`src/rtl/multi_cycle_ctrl.sv`:
```
// Multi-cycle MIPS controller: sequences fetch, decode, execute, memory
// and write-back for a shared-memory datapath, with a memory wait watchdog
// and sticky error flags.
//
// state  | meaning
// -------+-------------------------------------------------------------
// FETCH  | request instruction at PC; latch IR and advance PC on ready
// DECODE | classify op/funct; nop returns, unknown encodings trap
// EXEC   | drive ALU; branches/jumps resolve here and return to FETCH
// MEM    | data access at ALU result; lw continues to WB, sw returns
// WB     | single-cycle GRF write of ALU result or MDR
// ERROR  | absorbing trap for illegal instruction or watchdog expiry
module multi_cycle_ctrl #(
  parameter int TIMEOUT_CYCLES = 255
) (
  input  logic       clk,
  input  logic       reset,
  input  logic [5:0] op,
  input  logic [5:0] funct,
  input  logic       alu_equal,
  input  logic       mem_ready,
  output logic       mem_req,
  output logic       mem_is_instr,
  output logic       mem_we,
  output logic       ir_we,
  output logic       pc_we,
  output logic [1:0] pc_sel,
  output logic       ext_sign,
  output logic       alu_b_sel,
  output logic [4:0] alu_ctrl,
  output logic       grf_we,
  output logic [1:0] grf_wa_sel,
  output logic [1:0] grf_wd_sel,
  output logic [2:0] state,
  output logic       illegal,
  output logic       timeout
);

  typedef enum logic [2:0] {
    stFetch  = 3'd0,
    stDecode = 3'd1,
    stExec   = 3'd2,
    stMem    = 3'd3,
    stWb     = 3'd4,
    stError  = 3'd7
  } stateT;

  // Watchdog counter is at least 8 bits; widen only for larger limits.
  localparam int CntW = (TIMEOUT_CYCLES > 255) ? $clog2(TIMEOUT_CYCLES + 1) : 8;
  localparam logic [CntW-1:0] TimeoutVal = CntW'(TIMEOUT_CYCLES);

  stateT curState, nextState;
  logic [CntW-1:0] waitCnt, waitCntInc;
  logic isWaiting, wdExpire, setIllegal;

  logic isRtype, isAddu, isSubu, isJr, isNop;
  logic isOri, isLui, isLw, isSw, isBeq, isJal, isLegal;

  // Instruction classification; op/funct stay valid from DECODE to the next fetch.
  always_comb begin
    isRtype = (op == 6'b000000);
    isAddu  = isRtype && (funct == 6'b100001);
    isSubu  = isRtype && (funct == 6'b100011);
    isJr    = isRtype && (funct == 6'b001000);
    isNop   = isRtype && (funct == 6'b000000);
    isOri   = (op == 6'b001101);
    isLui   = (op == 6'b001111);
    isLw    = (op == 6'b100011);
    isSw    = (op == 6'b101011);
    isBeq   = (op == 6'b000100);
    isJal   = (op == 6'b000011);
    isLegal = isAddu | isSubu | isJr | isOri | isLui | isLw | isSw | isBeq | isJal;
  end

  // Watchdog: a wait cycle is any FETCH/MEM cycle without mem_ready.
  always_comb begin
    isWaiting  = ((curState == stFetch) || (curState == stMem)) && !mem_ready;
    waitCntInc = (waitCnt == '1) ? waitCnt : waitCnt + CntW'(1);
    wdExpire   = isWaiting && (TIMEOUT_CYCLES != 0) && (waitCntInc >= TimeoutVal);
  end

  // Counter is zero whenever FETCH/MEM is entered because it clears outside wait cycles.
  always_ff @(posedge clk or negedge reset) begin
    if (!reset) begin
      waitCnt <= '0;
    end else if (isWaiting) begin
      waitCnt <= waitCntInc;
    end else begin
      waitCnt <= '0;
    end
  end

  // State register.
  always_ff @(posedge clk or negedge reset) begin
    if (!reset) begin
      curState <= stFetch;
    end else begin
      curState <= nextState;
    end
  end

  // Sticky error flags; only reset clears them.
  always_ff @(posedge clk or negedge reset) begin
    if (!reset) begin
      illegal <= 1'b0;
      timeout <= 1'b0;
    end else begin
      if (setIllegal) illegal <= 1'b1;
      if (wdExpire)   timeout <= 1'b1;
    end
  end

  // Next-state and strobe decode; everything is forced idle while reset is asserted.
  always_comb begin
    nextState    = curState;
    setIllegal   = 1'b0;
    mem_req      = 1'b0;
    mem_is_instr = 1'b0;
    mem_we       = 1'b0;
    ir_we        = 1'b0;
    pc_we        = 1'b0;
    pc_sel       = 2'd0;
    ext_sign     = 1'b0;
    alu_b_sel    = 1'b0;
    alu_ctrl     = 5'd0;
    grf_we       = 1'b0;
    grf_wa_sel   = 2'd0;
    grf_wd_sel   = 2'd0;

    if (reset) begin
      // There is no ALU output register, so the ALU setup chosen in EXEC is
      // kept through MEM (address) and WB (write data).
      if ((curState == stExec) || (curState == stMem) || (curState == stWb)) begin
        ext_sign  = isLw | isSw | isBeq;
        alu_b_sel = isOri | isLui | isLw | isSw;
        if (isSubu || isBeq) alu_ctrl = 5'd1;
        else if (isOri)      alu_ctrl = 5'd2;
        else if (isLui)      alu_ctrl = 5'd3;
      end

      case (curState)
        stFetch: begin
          mem_req      = 1'b1;
          mem_is_instr = 1'b1;
          if (mem_ready) begin
            ir_we     = 1'b1;
            pc_we     = 1'b1;
            pc_sel    = 2'd0;
            nextState = stDecode;
          end else if (wdExpire) begin
            nextState = stError;
          end
        end
        stDecode: begin
          if (isNop) begin
            nextState = stFetch;
          end else if (isLegal) begin
            nextState = stExec;
          end else begin
            setIllegal = 1'b1;
            nextState  = stError;
          end
        end
        stExec: begin
          nextState = stWb;
          if (isLw || isSw) begin
            nextState = stMem;
          end else if (isBeq) begin
            pc_we     = alu_equal;
            pc_sel    = 2'd1;
            nextState = stFetch;
          end else if (isJal) begin
            // GRF captures the already-advanced PC at the same edge PC jumps.
            pc_we      = 1'b1;
            pc_sel     = 2'd2;
            grf_we     = 1'b1;
            grf_wa_sel = 2'd2;
            grf_wd_sel = 2'd2;
            nextState  = stFetch;
          end else if (isJr) begin
            pc_we     = 1'b1;
            pc_sel    = 2'd3;
            nextState = stFetch;
          end
        end
        stMem: begin
          mem_req      = 1'b1;
          mem_is_instr = 1'b0;
          mem_we       = isSw;
          if (mem_ready) begin
            nextState = isLw ? stWb : stFetch;
          end else if (wdExpire) begin
            nextState = stError;
          end
        end
        stWb: begin
          grf_we     = 1'b1;
          grf_wa_sel = (isAddu || isSubu) ? 2'd0 : 2'd1;
          grf_wd_sel = isLw ? 2'd1 : 2'd0;
          nextState  = stFetch;
        end
        stError: begin
          nextState = stError;
        end
        default: begin
          nextState = stError;
        end
      endcase
    end
  end

  assign state = curState;

endmodule

```
`config.mk`:
```
export PLATFORM = sky130hd
export DESIGN_NAME = multi_cycle_ctrl
export DESIGN_NICKNAME = d
export VERILOG_FILES = /design/src/rtl/multi_cycle_ctrl.sv
export SDC_FILE = /design/constraint.sdc
export NUM_CORES = 1
export LEC_CHECK = 0
export ABC_AREA = 1
export CAP_MARGIN = 30
export CELL_PAD_IN_SITES_DETAIL_PLACEMENT = 1
export CELL_PAD_IN_SITES_GLOBAL_PLACEMENT = 2
export CORE_UTILIZATION = 23
export CTS_CLUSTER_DIAMETER = 60
export DETAILED_ROUTE_END_ITERATION = 12
export HOLD_SLACK_MARGIN = 0.1
export MAX_ROUTING_LAYER = met4
export PLACE_DENSITY_LB_ADDON = 0.1
export SETUP_SLACK_MARGIN = 0.5
export SLEW_MARGIN = 20
export SYNTH_ARGS = -nofsm -noshare
export SYNTH_HDL_FRONTEND = slang
export SYNTH_SLANG_ARGS = --single-unit
```
`constraint.sdc`:
```
create_clock -name clk -period 2.2 [get_ports clk]
set_input_delay 0.44 -clock clk [delete_from_list [all_inputs] [get_ports clk]]
set_output_delay 0.44 -clock clk [all_outputs]
set_load 0.05 [all_outputs]
```
Word-level counts from Yosys, hierarchy flattened
Index checks and enable logic that the tools add are counted.
{ "word_totals": {"reg_bits": 13, "inputBits": 16, "out_inout_bits": 24, "wordCells": 111} }
{ "classes": {"add_sub_neg": 1, "n_lt_le_gt_ge": 1, "eq_ne": 14, "n_reduce_logical": 17, "bitwise": 13, "mux": 61} }
{ "op_table": {"columns": ["operator", "count"], "rows": [
  ["$mux 2", 16],
  ["$mux 3", 10],
  ["$mux 1", 28],
  ["$eq 6x6->1 const B", 4],
  ["$eq 6x4->1 const B", 3],
  ["$mux 8", 2],
  ["$pmux 3 s5", 1],
  ["$or 1x1->1", 13],
  ["$logic_not 6->1", 2],
  ["$add 8x1->8 const B", 1],
  ["$eq 8x8->1 const B", 1],
  ["$ge 8x8->1 const B", 1],
  ["$pmux 2 s2", 2],
  ["$eq 3x2->1 const B", 2],
  ["$eq 6x2->1 const B", 1],
  ["$eq 6x3->1 const B", 1],
  ["$logic_and 1x1->1", 6],
  ["$logic_or 1x1->1", 6],
  ["$pmux 1 s2", 2],
  ["$eq 3x1->1 const B", 1],
  ["$eq 3x3->1 const B", 1],
  ["$logic_not 3->1", 1],
  ["$reduce_or 2->1", 1],
  ["$logic_not 1->1", 1]
]} }

Depth between registers and ports, before layout
Gate-level depths: netlist (run 1).
{ "logic_depth": {"depth_word": 14, "depth_mapped": 12, "mapped_depth_nobuf": 12} }

Least setup slack after synthesis (run 1)
Ideal clock, no wire load.
{ "synth_path": {"path_kind": "register to output", "startpoint": "register curState[1] (netlist: state[1])", "endpoint": "output grf_we", "path_buffers": 0, "required_time_ns": 1.760, "slack_ns": -0.592, "arrival_ns": 2.352, "path_stages_with_launch": 7, "cell_sequence": "dfrtp_1 > nand2_1 > nor2_1 > nand2_1 > nor2_1 > nand2_1 > o21ai_0"} }
{ "synth_via": {"elab_chain_cells": 3, "elab_cells_between_ends": 4, "classes_between": "eq/ne (2); mux (2)"} }
{ "synth_lines": {"columns": ["element", "line_no", "rtl"], "rows": [
  ["start: declaration", "52", "stateT curState, nextState;"],
  ["start signal: assignment", "96", "curState <= stFetch;"],
  ["start signal: assignment", "98", "curState <= nextState;"],
  ["$eq 3x3->1 / $eq 3x2->1 (equally long branches)", "141", "case (curState)"],
  ["$pmux 1 s2 (*)", "141", null],
  ["$mux 1 (*)", "130", "if (reset) begin"],
  ["end: declaration", "31", "output logic grf_we,"]
]} }
Every way passes the cells marked *; elsewhere a longest branch is shown, timed or not.

Final worst setup path (run 1)
{ "layout_path": {"startpoint": "register curState[2] (netlist: state[2])", "endpoint": "output grf_we"} }
Same word-level chain as after synthesis.

==> results.py, run 1 <==
metrics = {
    "setup_path": {
        "worst_setup_path_end_kind": "output pin",
        "critPathLaunchType": "flop",
        "worst-r2r-setup-slack_ns": 0.40,
        "count_of_cells_along_the_worst_register_to_register_path": 12,
        "worst_ep_arrival_time_ns": 1.57,
        "setup.worst_path.start": "state[2]$_DFFE_PN0P_",
        "critical_path.max_fanout": 3,
        "ws_path_type": "flop to output pin",
        "timing.critical_path.mode_cell": "sky130_fd_sc_hd__nor2_4",
        "critical_path.max_stage_delay_ns": 0.42,
        "worstPathBufferInverterCount": 3,
        "cp_data_required_time_ns": 1.76,
        "critical_path_s_top_delay_family": "flip-flops",
        "worst_r2r_endpoint": "state[2]$_DFFE_PN0P_",
        "timing.rr.start": "state[2]$_DFFE_PN0P_",
        "worst_path_max_delay_cell": "sky130_fd_sc_hd__dfrtp_2",
        "cell_breakdown_of_the_critical_path": "inv_4 -> nand2_4 -> nor2_4 -> nand2_2 -> nor2_4 -> buf_6 -> nand2_8 -> o21ai_4 -> buf_12",
    },
    "floorplanning": {
        "die_w_um": 74.3,
        "die_height_um": 74.3,
        "row_cnt": 25,
        "dieArea_sq_um": 5520,
        "effective_utilization_at_floorplan_pct": 24.6,
        "placeableCoreArea_sq_um": 4880,
        "io_pins": 40,
    },
    "placed_design": {
        "gpl.final_weighted_congestion": 0.937,
        "port-buffer-count": 36,
        "hpwlAfterDp_um": 3840,
    },
    "global_route": {
        "grt_remaining_overflow": 0,
        "met2_usage_pct": 39.1,
        "grtUsageTotal_pct": 21.3,
        "global_route_wire_length_before_repair_um": 8600,
        "first_global_vias": 1769,
        "met3_usage_pct": 2.57,
        "global_route.usage.met1_pct": 24.9,
        "pin_count_of_the_biggest_net_entering_global_routing": 16,
        "antenna_found_initial": 0,
        "gr-max-usage-layer": "met2",
    },
    "route": {
        "dr_total_vias": 1641,
        "drt_pass1_iterations": 4,
        "postRouteAntennaNets": 0,
        "drc": 0,
        "initialDrtViolationCount": 54,
        "vias_per_cell": 4.51,
        "wirelength_um": 5490,
        "routedWlPerCell_um": 15.1,
    },
    "finish": {
        "multi_input_area_sq_um": 1070,
        "antennaDiodeCount": 0,
        "num-nets-final": 315,
        "flow.area_growth_from_synthesis_pct": 121,
        "filler_cell_count_in_the_final_layout": 601,
        "share_of_post_route_cells_with_drive_strength_above_1_pct": 53.9,
        "sequential_cell_area_sq_um": 329,
    },
    "synthesis": {
        "post_synth_top_area_share_pct": 27.1,
        "most_used_dff_post_synth": "sky130_fd_sc_hd__dfrtp_1",
        "netlist_area_before_placement_sq_um": 1200,
        "synthDominantAreaCellType": "sky130_fd_sc_hd__dfrtp_1",
        "avgSynthCellArea_sq_um": 6.07,
        "synth-seq-cells": 13,
        "synth.top_cells.by_area": "sky130_fd_sc_hd__dfrtp_1 27%, sky130_fd_sc_hd__nand2_1 15%, sky130_fd_sc_hd__nor2_1 12%",
        "count_of_warnings_emitted_by_yosys": 0,
        "synth_edf_count": 0,
        "synth-seq-area-share_pct": 27.1,
        "count_of_cell_types_in_the_netlist": 30,
        "share_of_synthesized_registers_carrying_an_async_set_or_reset_pct": 100,
        "netlist_instances": 198,
    },
    "worst_hold_path": {
        "min_path_type": "primary input to async pin",
    },
    "clock_network": {
        "numCtsBuffers": 3,
        "root_buffer": "sky130_fd_sc_hd__clkbuf_8",
        "cts.hold.buffers_added": 0,
        "cts-root-to-sink-buffers": 2,
        "cts.clk_slew.worst_paths_ns": 0.05,
        "clkSinkCount": 13,
        "cts_tree": "done",
        "worstSkewPairLatency_ns": 0.24,
        "htreeDepth": 1,
    },
    "pwr": {
        "static_leak_nw": 1.20,
        "peakVddDrop_uv": 713,
        "power.density_nw_per_um2": 539,
    },
    "timing": {
        "rsz0062_at_grt": "true",
        "finalMaxSlewViolations": 0,
        "timing.clock.skew_ns": 0.00184,
        "layout_worst_path_cycle_share_pct": 91.4,
        "final-setup-viol-count": 0,
        "maxClockFrequency_mhz": 497,
        "final_hold_fails": 0,
        "final_period_minus_worst_setup_slack_ns": 2.01,
        "final.hold.worst_slack_ns": 0.330,
        "tns_ns": 0,
    },
    "run_status": {
        "outcome": "completed",
    },
    "flow_run": {
        "drv.max_cap_violation_count": 0,
    },
}
## what timing repair did
item,4_1_cts,5_1_grt
pin swaps,30,20
endpoints found under the setup margin,26,23
cloned,0,0
endpoints found under the hold margin,0,0
resized for setup,87,32
buffers inserted,18,13
## per-stage QoR
stage	util (%)	power [mW]	worst slack, ns	std cells	instance area, sq um
final	54.3	1.43	0.189	364	2650
after global routing	54.3	1.50	0.120	364	2650
after CTS	49.9	1.28	0.118	351	2430
after detailed placement	43.4	0.912	-0.266	329	2120
after global placement	43.4	0.902	-0.163	329	2120
after floorplan	-	0.675	0.109	200	1320
## flip-flops by register name, indices dropped and copies added (netlist names)
register and count:
timeout 1, waitCnt 8, state 3, illegal 1
## layer usage
metal  part of all wire, %  vias up
met3                   2.6        6
met1                    42      786
met4                   1.2        0
met5                     0        -
met2                    54       28
li1                      -      821
## cell families (layout without fill, tap and decap cells)
family,count (synthesis),after routing,synth area share [%]
adders and majority gates,1,1,1.04
other,1,3,0.312
AOI/OAI and AO/OA,21,21,11.1
DFF,13,13,27.1
buffers and inverters,34,131,11.9
and+or+nand+nor,128,128,48.5
## Yosys cell counts (3+ instances only)
cell	instances
sky130_fd_sc_hd__a21oi_1	6
sky130_fd_sc_hd__a21oi_2	3
sky130_fd_sc_hd__buf_4	4
sky130_fd_sc_hd__dfrtp_1	13
sky130_fd_sc_hd__inv_1	26
sky130_fd_sc_hd__inv_2	3
sky130_fd_sc_hd__nand2_1	47
sky130_fd_sc_hd__nand2_2	3
sky130_fd_sc_hd__nand3_1	19
sky130_fd_sc_hd__nand4_1	4
sky130_fd_sc_hd__nor2_1	39
sky130_fd_sc_hd__nor2_2	3
sky130_fd_sc_hd__nor3_1	3
sky130_fd_sc_hd__o21ai_0	3
## placed cells by master (no fill, tap or decap), drive strengths merged
cell / instances
nand3: 21
clkinvlp: 4
dfrtp: 13
clkbuf: 4
a31oi: 1
a21oi: 9
ha: 1
a21boi: 1
clkinv: 1
nor3b: 1
clkdlybuf4s15: 1
nor3: 3
o21ai: 6
nand3b: 1
conb: 3
nand2: 51
or2: 1
nor2: 44
dlygate4sd2: 10
dlymetal6s2s: 1
o21bai: 2
and2: 2
inv: 25
buf: 84
o211ai: 2
nand4: 4
clkdlybuf4s50: 1
## final cells by class
class                      instances  share of cell area (%)
timing repair buffer              97                    37.6
multi-input combinational        153                    40.2
clock buffer                       4                    1.70
inverter                          30                    4.91
sequential                        13                    12.4
tap                               67                    3.16
## worst max path at each step
stage / end / depth (start not counted)
2_1_floorplan: grf_wd_sel[1] / 8
3_3_place_gp: pc_we / 9
3_5_place_dp: pc_we / 9
4_1_cts: pc_we / 9
5_1_grt: pc_we / 9
6_report: grf_we / 9
## power by group
group          total, mW  internal, mW  switching [mW]
sequential         0.340         0.281          0.0593
combinational      0.876         0.374           0.502
clock              0.214         0.128          0.0856
total               1.43         0.783           0.646
(Power assumes the default switching activity.)
==> run 2: changes to the inputs <==
--- a/config.mk
+++ b/config.mk
@@ -9,7 +9,7 @@
 export CAP_MARGIN = 30
 export CELL_PAD_IN_SITES_DETAIL_PLACEMENT = 1
 export CELL_PAD_IN_SITES_GLOBAL_PLACEMENT = 2
-export CORE_UTILIZATION = 23
+export CORE_UTILIZATION = 24
 export CTS_CLUSTER_DIAMETER = 60
 export DETAILED_ROUTE_END_ITERATION = 12
 export HOLD_SLACK_MARGIN = 0.1
==> constraint.sdc (replaced) <==
create_clock -name clk -period 2.6 [get_ports clk]
set_input_delay 0.52 -clock clk [delete_from_list [all_inputs] [get_ports clk]]
set_output_delay 0.52 -clock clk [all_outputs]
set_load 0.05 [all_outputs]
==> results.py, run 2 (synthesis results as in run 1) <==
metrics = {
    "pwr": {
        "static_leak_nw": 0.982,
        "power.share.combinational_pct": 54.6,
        "power.switching_fraction_pct": 45.8,
        "peakVddDrop_uv": 231,
        "totalPowerFinal_mw": 1.06,
        "sequentialPowerShare_pct": 27.4,
        "internal-power_mw": 0.575,
        "netSwitchingPower_mw": 0.485,
        "clkPwrFrac_pct": 18.0,
        "power.density_nw_per_um2": 470,
    },
    "timing": {
        "timing.max_slew.rel_slack_pct": 66.6,
        "maxClockFrequency_mhz": 478,
        "pin_slew_with_the_least_headroom_to_its_limit_ns": 0.500,
        "timing.clock.skew_ns": 0.00184,
        "layout_worst_path_cycle_share_pct": 80.4,
        "final.hold.worst_slack_ns": 0.283,
        "final-setup-viol-count": 0,
        "tns_ns": 0,
        "rsz0062_at_grt": "true",
        "final_period_minus_worst_setup_slack_ns": 2.09,
        "finalMaxSlewViolations": 0,
        "finalWorstSetupSlack_ns": 0.510,
        "final_hold_fails": 0,
    },
    "finish": {
        "max_ffs_per_register": 8,
        "share_of_post_route_cells_with_drive_strength_above_1_pct": 45.6,
        "top_register": "waitCnt",
        "antennaDiodeCount": 0,
        "mostFrequentLayoutCells": "38 x sky130_fd_sc_hd__nand2_1, 25 x sky130_fd_sc_hd__nor2_1, 21 x sky130_fd_sc_hd__buf_4",
        "flow.area_growth_from_synthesis_pct": 87.8,
        "layout.cells.most_common": "sky130_fd_sc_hd__nand2_1",
        "filler_cell_count_in_the_final_layout": 584,
        "num-nets-final": 279,
    },
    "floorplanning": {
        "die_w_um": 72.7,
        "effective_utilization_at_floorplan_pct": 25.3,
        "io_pins": 40,
        "dieArea_sq_um": 5290,
        "placeableCoreArea_sq_um": 4750,
        "row_cnt": 25,
        "die_height_um": 72.7,
    },
    "global_route": {
        "first_global_vias": 1718,
        "global_route_wire_length_before_repair_um": 8070,
        "grtUsageTotal_pct": 20.6,
        "pin_count_of_the_biggest_net_entering_global_routing": 17,
        "grt_remaining_overflow": 0,
        "antenna_found_initial": 0,
    },
    "route": {
        "dr_total_vias": 1538,
        "drt_pass1_iterations": 4,
        "drc": 0,
        "postRouteAntennaNets": 0,
        "wirelength_um": 4840,
        "routedWlPerCell_um": 14.7,
        "initialDrtViolationCount": 38,
        "vias_per_cell": 4.69,
    },
    "clock_network": {
        "root_buffer": "sky130_fd_sc_hd__clkbuf_8",
        "numCtsBuffers": 3,
        "cts.clk_slew.worst_paths_ns": 0.06,
        "worstSkewPairLatency_ns": 0.25,
        "htreeDepth": 1,
        "clkSinkCount": 13,
        "cts-root-to-sink-buffers": 2,
        "cts_tree": "done",
    },
    "placed_design": {
        "hpwlAfterDp_um": 3570,
        "gpl.final_weighted_congestion": 0.967,
        "port-buffer-count": 36,
        "dp_slack_ns": 0.00111,
    },
    "setup_path": {
        "critical_path_s_top_delay_family": "simple AND/OR/NAND/NOR gates",
        "cp_data_required_time_ns": 2.08,
        "worst_ep_arrival_time_ns": 1.57,
        "worst-r2r-setup-slack_ns": 0.81,
        "worstPathBufferInverterCount": 3,
        "critical_path.max_fanout": 4,
        "critPathLaunchType": "primary input",
        "critical_path.max_stage_delay_ns": 0.17,
        "worst_setup_path_end_kind": "output pin",
        "ws_path_type": "primary input to output pin",
        "worst_path_max_delay_cell": "sky130_fd_sc_hd__a21boi_4",
        "cell_breakdown_of_the_critical_path": "buf_6 -> nor2_4 -> nand2_2 -> nor2_4 -> nand3_4 -> buf_6 -> a21boi_4 -> buf_12",
    },
    "worst_hold_path": {
        "min_path_type": "primary input to async pin",
    },
    "flow_run": {
        "drv.max_cap_violation_count": 0,
    },
    "run_status": {
        "outcome": "completed",
    },
}
-- run 2: cell count changes in the layout (fill, tap and decap cells not counted), sizes merged --
cell | previous run | this run
buf | 84 | 47
clkbuf | 4 | 8
clkdlybuf4s15 | 1 | 2
clkdlybuf4s50 | 1 | 5
clkinvlp | 4 | 1
dlygate4sd2 | 10 | 1
dlymetal6s2s | 1 | 2
inv | 25 | 28
-- run 2: area by class of cell --
cell class,instances,area [sq um],share of cell area (%)
Multi-Input combinational cell,153,977,43.3
Sequential cell,13,329,14.6
Timing Repair Buffer,61,702,31.1
Clock buffer,4,45.0,2.00
Inverter,30,119,5.27
Tap cell,67,83.8,3.72
-- run 2: what timing repair did --
item                       CTS  global route
pin swaps                   21            19
setup endpoints to repair   16            16
setup buffers               11             4
hold buffers                 0             0
gates resized for setup     82            27
-- run 2: worst reg2reg max path, cell delays in order, from the launching register on --
cell and delay, ns:
sky130_fd_sc_hd__dfrtp_1 0.42, sky130_fd_sc_hd__ha_1 0.23, sky130_fd_sc_hd__nand3_1 0.18, sky130_fd_sc_hd__nor2_1 0.14
sky130_fd_sc_hd__nand2_1 0.08, sky130_fd_sc_hd__nand2_1 0.12, sky130_fd_sc_hd__nand3_1 0.09, sky130_fd_sc_hd__nor2_1 0.09
sky130_fd_sc_hd__nand2_1 0.09, sky130_fd_sc_hd__nand2_1 0.07, sky130_fd_sc_hd__nand2_1 0.07, sky130_fd_sc_hd__a21oi_2 0.13
-- run 2: path summary, 6_finish.rpt --
path | start | cells past startpoint | end
max in group asynchronous | reset | 2 | state[1]$_DFFE_PN0P_
min in group clk | timeout$_DFFE_PN0P_ | 1 | timeout$_DFFE_PN0P_
worst max-delay path | op[5] | 8 | pc_sel[0]
worst max register to register | waitCnt[0]$_DFF_PN0_ | 11 | state[1]$_DFFE_PN0P_
worst min register to register | timeout$_DFFE_PN0P_ | 1 | timeout$_DFFE_PN0P_
worst min-delay path | reset | 2 | waitCnt[7]$_DFF_PN0_
-- run 2: through the flow --
stage          utilization [%]  instances  instance area, sq um
2_1_floorplan                -        200                  1270
3_3_place_gp              40.4        309                  1920
3_5_place_dp              40.4        309                  1920
4_1_cts                   46.0        324                  2190
5_1_grt                   47.4        328                  2260
6_report                  47.4        328                  2260
-- run 2: metal layers --
layer / track usage [%] / wire length (um)
met4: 11.1 / 198
met2: 36.6 / 2560
met3: 1.38 / 138
met5: - / 0
met1: 23.1 / 1940
-- run 2: power groups by stage --
stage	Sequential (mW)	Clock, mW	Combinational, mW
after floorplan	0.374	0	0.191
after global placement	0.286	0	0.455
after detailed placement	0.290	0	0.457
after CTS	0.294	0.200	0.535
after global routing	0.296	0.201	0.619
final	0.291	0.190	0.579
==> run 3: changes to the inputs <==
--- a/config.mk
+++ b/config.mk
@@ -9,7 +9,7 @@
 export CAP_MARGIN = 30
 export CELL_PAD_IN_SITES_DETAIL_PLACEMENT = 1
 export CELL_PAD_IN_SITES_GLOBAL_PLACEMENT = 2
-export CORE_UTILIZATION = 24
+export CORE_UTILIZATION = 23
 export CTS_CLUSTER_DIAMETER = 60
 export DETAILED_ROUTE_END_ITERATION = 12
 export HOLD_SLACK_MARGIN = 0.1
==> constraint.sdc (replaced) <==
create_clock -name clk -period 2.1 [get_ports clk]
set_input_delay 0.42 -clock clk [delete_from_list [all_inputs] [get_ports clk]]
set_output_delay 0.42 -clock clk [all_outputs]
set_load 0.05 [all_outputs]
==> results.py, run 3 (synthesis results as in run 1) <==
metrics = {
    "clock_network": {
        "root_buffer": "sky130_fd_sc_hd__clkbuf_8",
        "cts_tree": "done",
        "htreeDepth": 1,
        "worstSkewPairLatency_ns": 0.25,
        "cts.hold.buffers_added": 0,
        "clkSinkCount": 13,
        "cts.clk_slew.worst_paths_ns": 0.06,
        "numCtsBuffers": 3,
        "cts-root-to-sink-buffers": 2,
    },
    "global_route": {
        "first_global_vias": 1732,
        "global_route_wire_length_before_repair_um": 8130,
        "grtUsageTotal_pct": 20.3,
        "antenna_found_initial": 0,
        "grt_remaining_overflow": 0,
        "pin_count_of_the_biggest_net_entering_global_routing": 16,
    },
    "placed_design": {
        "hpwlAfterDp_um": 3790,
        "port-buffer-count": 36,
        "gpl.final_weighted_congestion": 0.837,
        "dpl.cell_count": 327,
        "dp_slack_ns": -0.308,
        "placedInstanceArea_sq_um": 2120,
    },
    "floorplanning": {
        "die_height_um": 74.3,
        "row_cnt": 25,
        "effective_utilization_at_floorplan_pct": 24.6,
        "die_w_um": 74.3,
        "dieArea_sq_um": 5520,
        "io_pins": 40,
        "placeableCoreArea_sq_um": 4880,
    },
    "route": {
        "routedWlPerCell_um": 15.0,
        "postRouteAntennaNets": 0,
        "drc": 0,
        "dr_total_vias": 1613,
        "vias_per_cell": 4.54,
        "routedLengthMet1_um": 2310,
        "top_layer_used": "met4",
        "drt_pass1_iterations": 4,
        "met2_length_um": 2820,
        "wirelength_um": 5320,
        "initialDrtViolationCount": 60,
        "dr_wl_met3_um": 105,
    },
    "setup_path": {
        "cp_data_required_time_ns": 1.68,
        "critical_path.max_stage_delay_ns": 0.52,
        "cell_breakdown_of_the_critical_path": "nor2_4 -> nand3_2 -> o21ai_2 -> buf_6 -> nand2_2 -> clkinvlp_4 -> buf_12",
        "critPathLaunchType": "flop",
        "worst_ep_arrival_time_ns": 1.59,
        "worst_path_max_delay_cell": "sky130_fd_sc_hd__dfrtp_4",
        "critical_path.max_fanout": 4,
        "ws_path_type": "flop to output pin",
        "worst_setup_path_end_kind": "output pin",
    },
    "finish": {
        "share_of_post_route_cells_with_drive_strength_above_1_pct": 55.9,
        "multi_input_area_sq_um": 1120,
        "sequential_cell_area_sq_um": 332,
        "mostFrequentLayoutCells": "42 x sky130_fd_sc_hd__buf_4, 31 x sky130_fd_sc_hd__nand2_1, 20 x sky130_fd_sc_hd__nor2_1",
        "num-nets-final": 306,
        "layout.cells.most_common": "sky130_fd_sc_hd__buf_4",
        "post_layout_nonfiller_instances": 355,
        "finish.instance_area_sq_um": 2640,
        "flow.area_growth_from_synthesis_pct": 120,
        "antennaDiodeCount": 0,
        "filler_cell_count_in_the_final_layout": 606,
        "top_register": "waitCnt",
        "max_ffs_per_register": 8,
    },
    "timing": {
        "maxClockFrequency_mhz": 496,
        "final_period_minus_worst_setup_slack_ns": 2.01,
        "layout_worst_path_cycle_share_pct": 95.9,
        "final-setup-viol-count": 0,
        "finalMaxSlewViolations": 0,
        "finalWorstSetupSlack_ns": 0.0854,
        "rsz0062_at_grt": "true",
        "timing.clock.skew_ns": 0.00227,
        "final_hold_fails": 0,
    },
    "pwr": {
        "peakVddDrop_uv": 585,
        "static_leak_nw": 1.18,
        "totalPowerFinal_mw": 1.45,
        "power.density_nw_per_um2": 550,
    },
    "worst_hold_path": {
        "min_path_type": "primary input to async pin",
    },
    "run_status": {
        "outcome": "completed",
    },
    "flow_run": {
        "drv.max_cap_violation_count": 0,
    },
}
run 3: path summary, 6_finish.rpt:
path                                 startpoint              endpoint  slack [ns]  cells past startpoint
setup reg to reg           state[0]$_DFFE_PN0P_  state[2]$_DFFE_PN0P_        0.22                     12
hold reg to reg             timeout$_DFFE_PN0P_   timeout$_DFFE_PN0P_        0.46                      1
min in group clk            timeout$_DFFE_PN0P_   timeout$_DFFE_PN0P_        0.46                      1
hold / removal                            reset   illegal$_DFFE_PN0P_        0.32                      2
max in group asynchronous                 reset  state[0]$_DFFE_PN0P_        1.51                      2
setup / recovery           state[0]$_DFFE_PN0P_           alu_ctrl[0]        0.09                      7
run 3: area by class of cell:
class,instances,share of cell area [%]
tap,67,3.17
timing repair buffer,88,35.3
multi-input combinational,153,42.3
sequential,13,12.5
inverter,30,4.92
clock buffer,4,1.70
run 3: stage by stage:
stage	utilization, %	setup TNS, ns	hold WS (ns)
floorplan	-	0	0.124
global placement	43.5	-2.41	0.446
detailed placement	43.5	-3.25	0.451
CTS	51.3	0	0.307
global route	54.2	0	0.345
finish	54.2	0	0.317
run 3: worst max-delay path, delay by kind of cell (launching register included):
family | cells | cell delay (ns)
AND/OR/NAND/NOR | 3 | 0.36
AO/OA/AOI/OAI | 1 | 0.09
buffers and inverters | 3 | 0.38
flip-flops | 1 | 0.52
run 3: power by group:
part	switching [mW]	internal (mW)	leakage [nW]
clock	0.0965	0.134	0.0228
combinational	0.519	0.347	0.989
sequential	0.0597	0.298	0.164
total	0.675	0.779	1.18
run 3: metal layers:
metal | GRT usage, % | vias up
li1 | - | 801
met1 | 24.2 | 777
met2 | 36.3 | 25
met3 | 2.44 | 10
met4 | 4.82 | 0
met5 | - | -
run 3: repair_timing:
action                                 4_1_cts  5_1_grt
endpoints found under the hold margin        0        0
resized for setup                          102       25
setup buffers                               16        8
setup endpoints to repair                   25       26
pin swaps                                   34       19
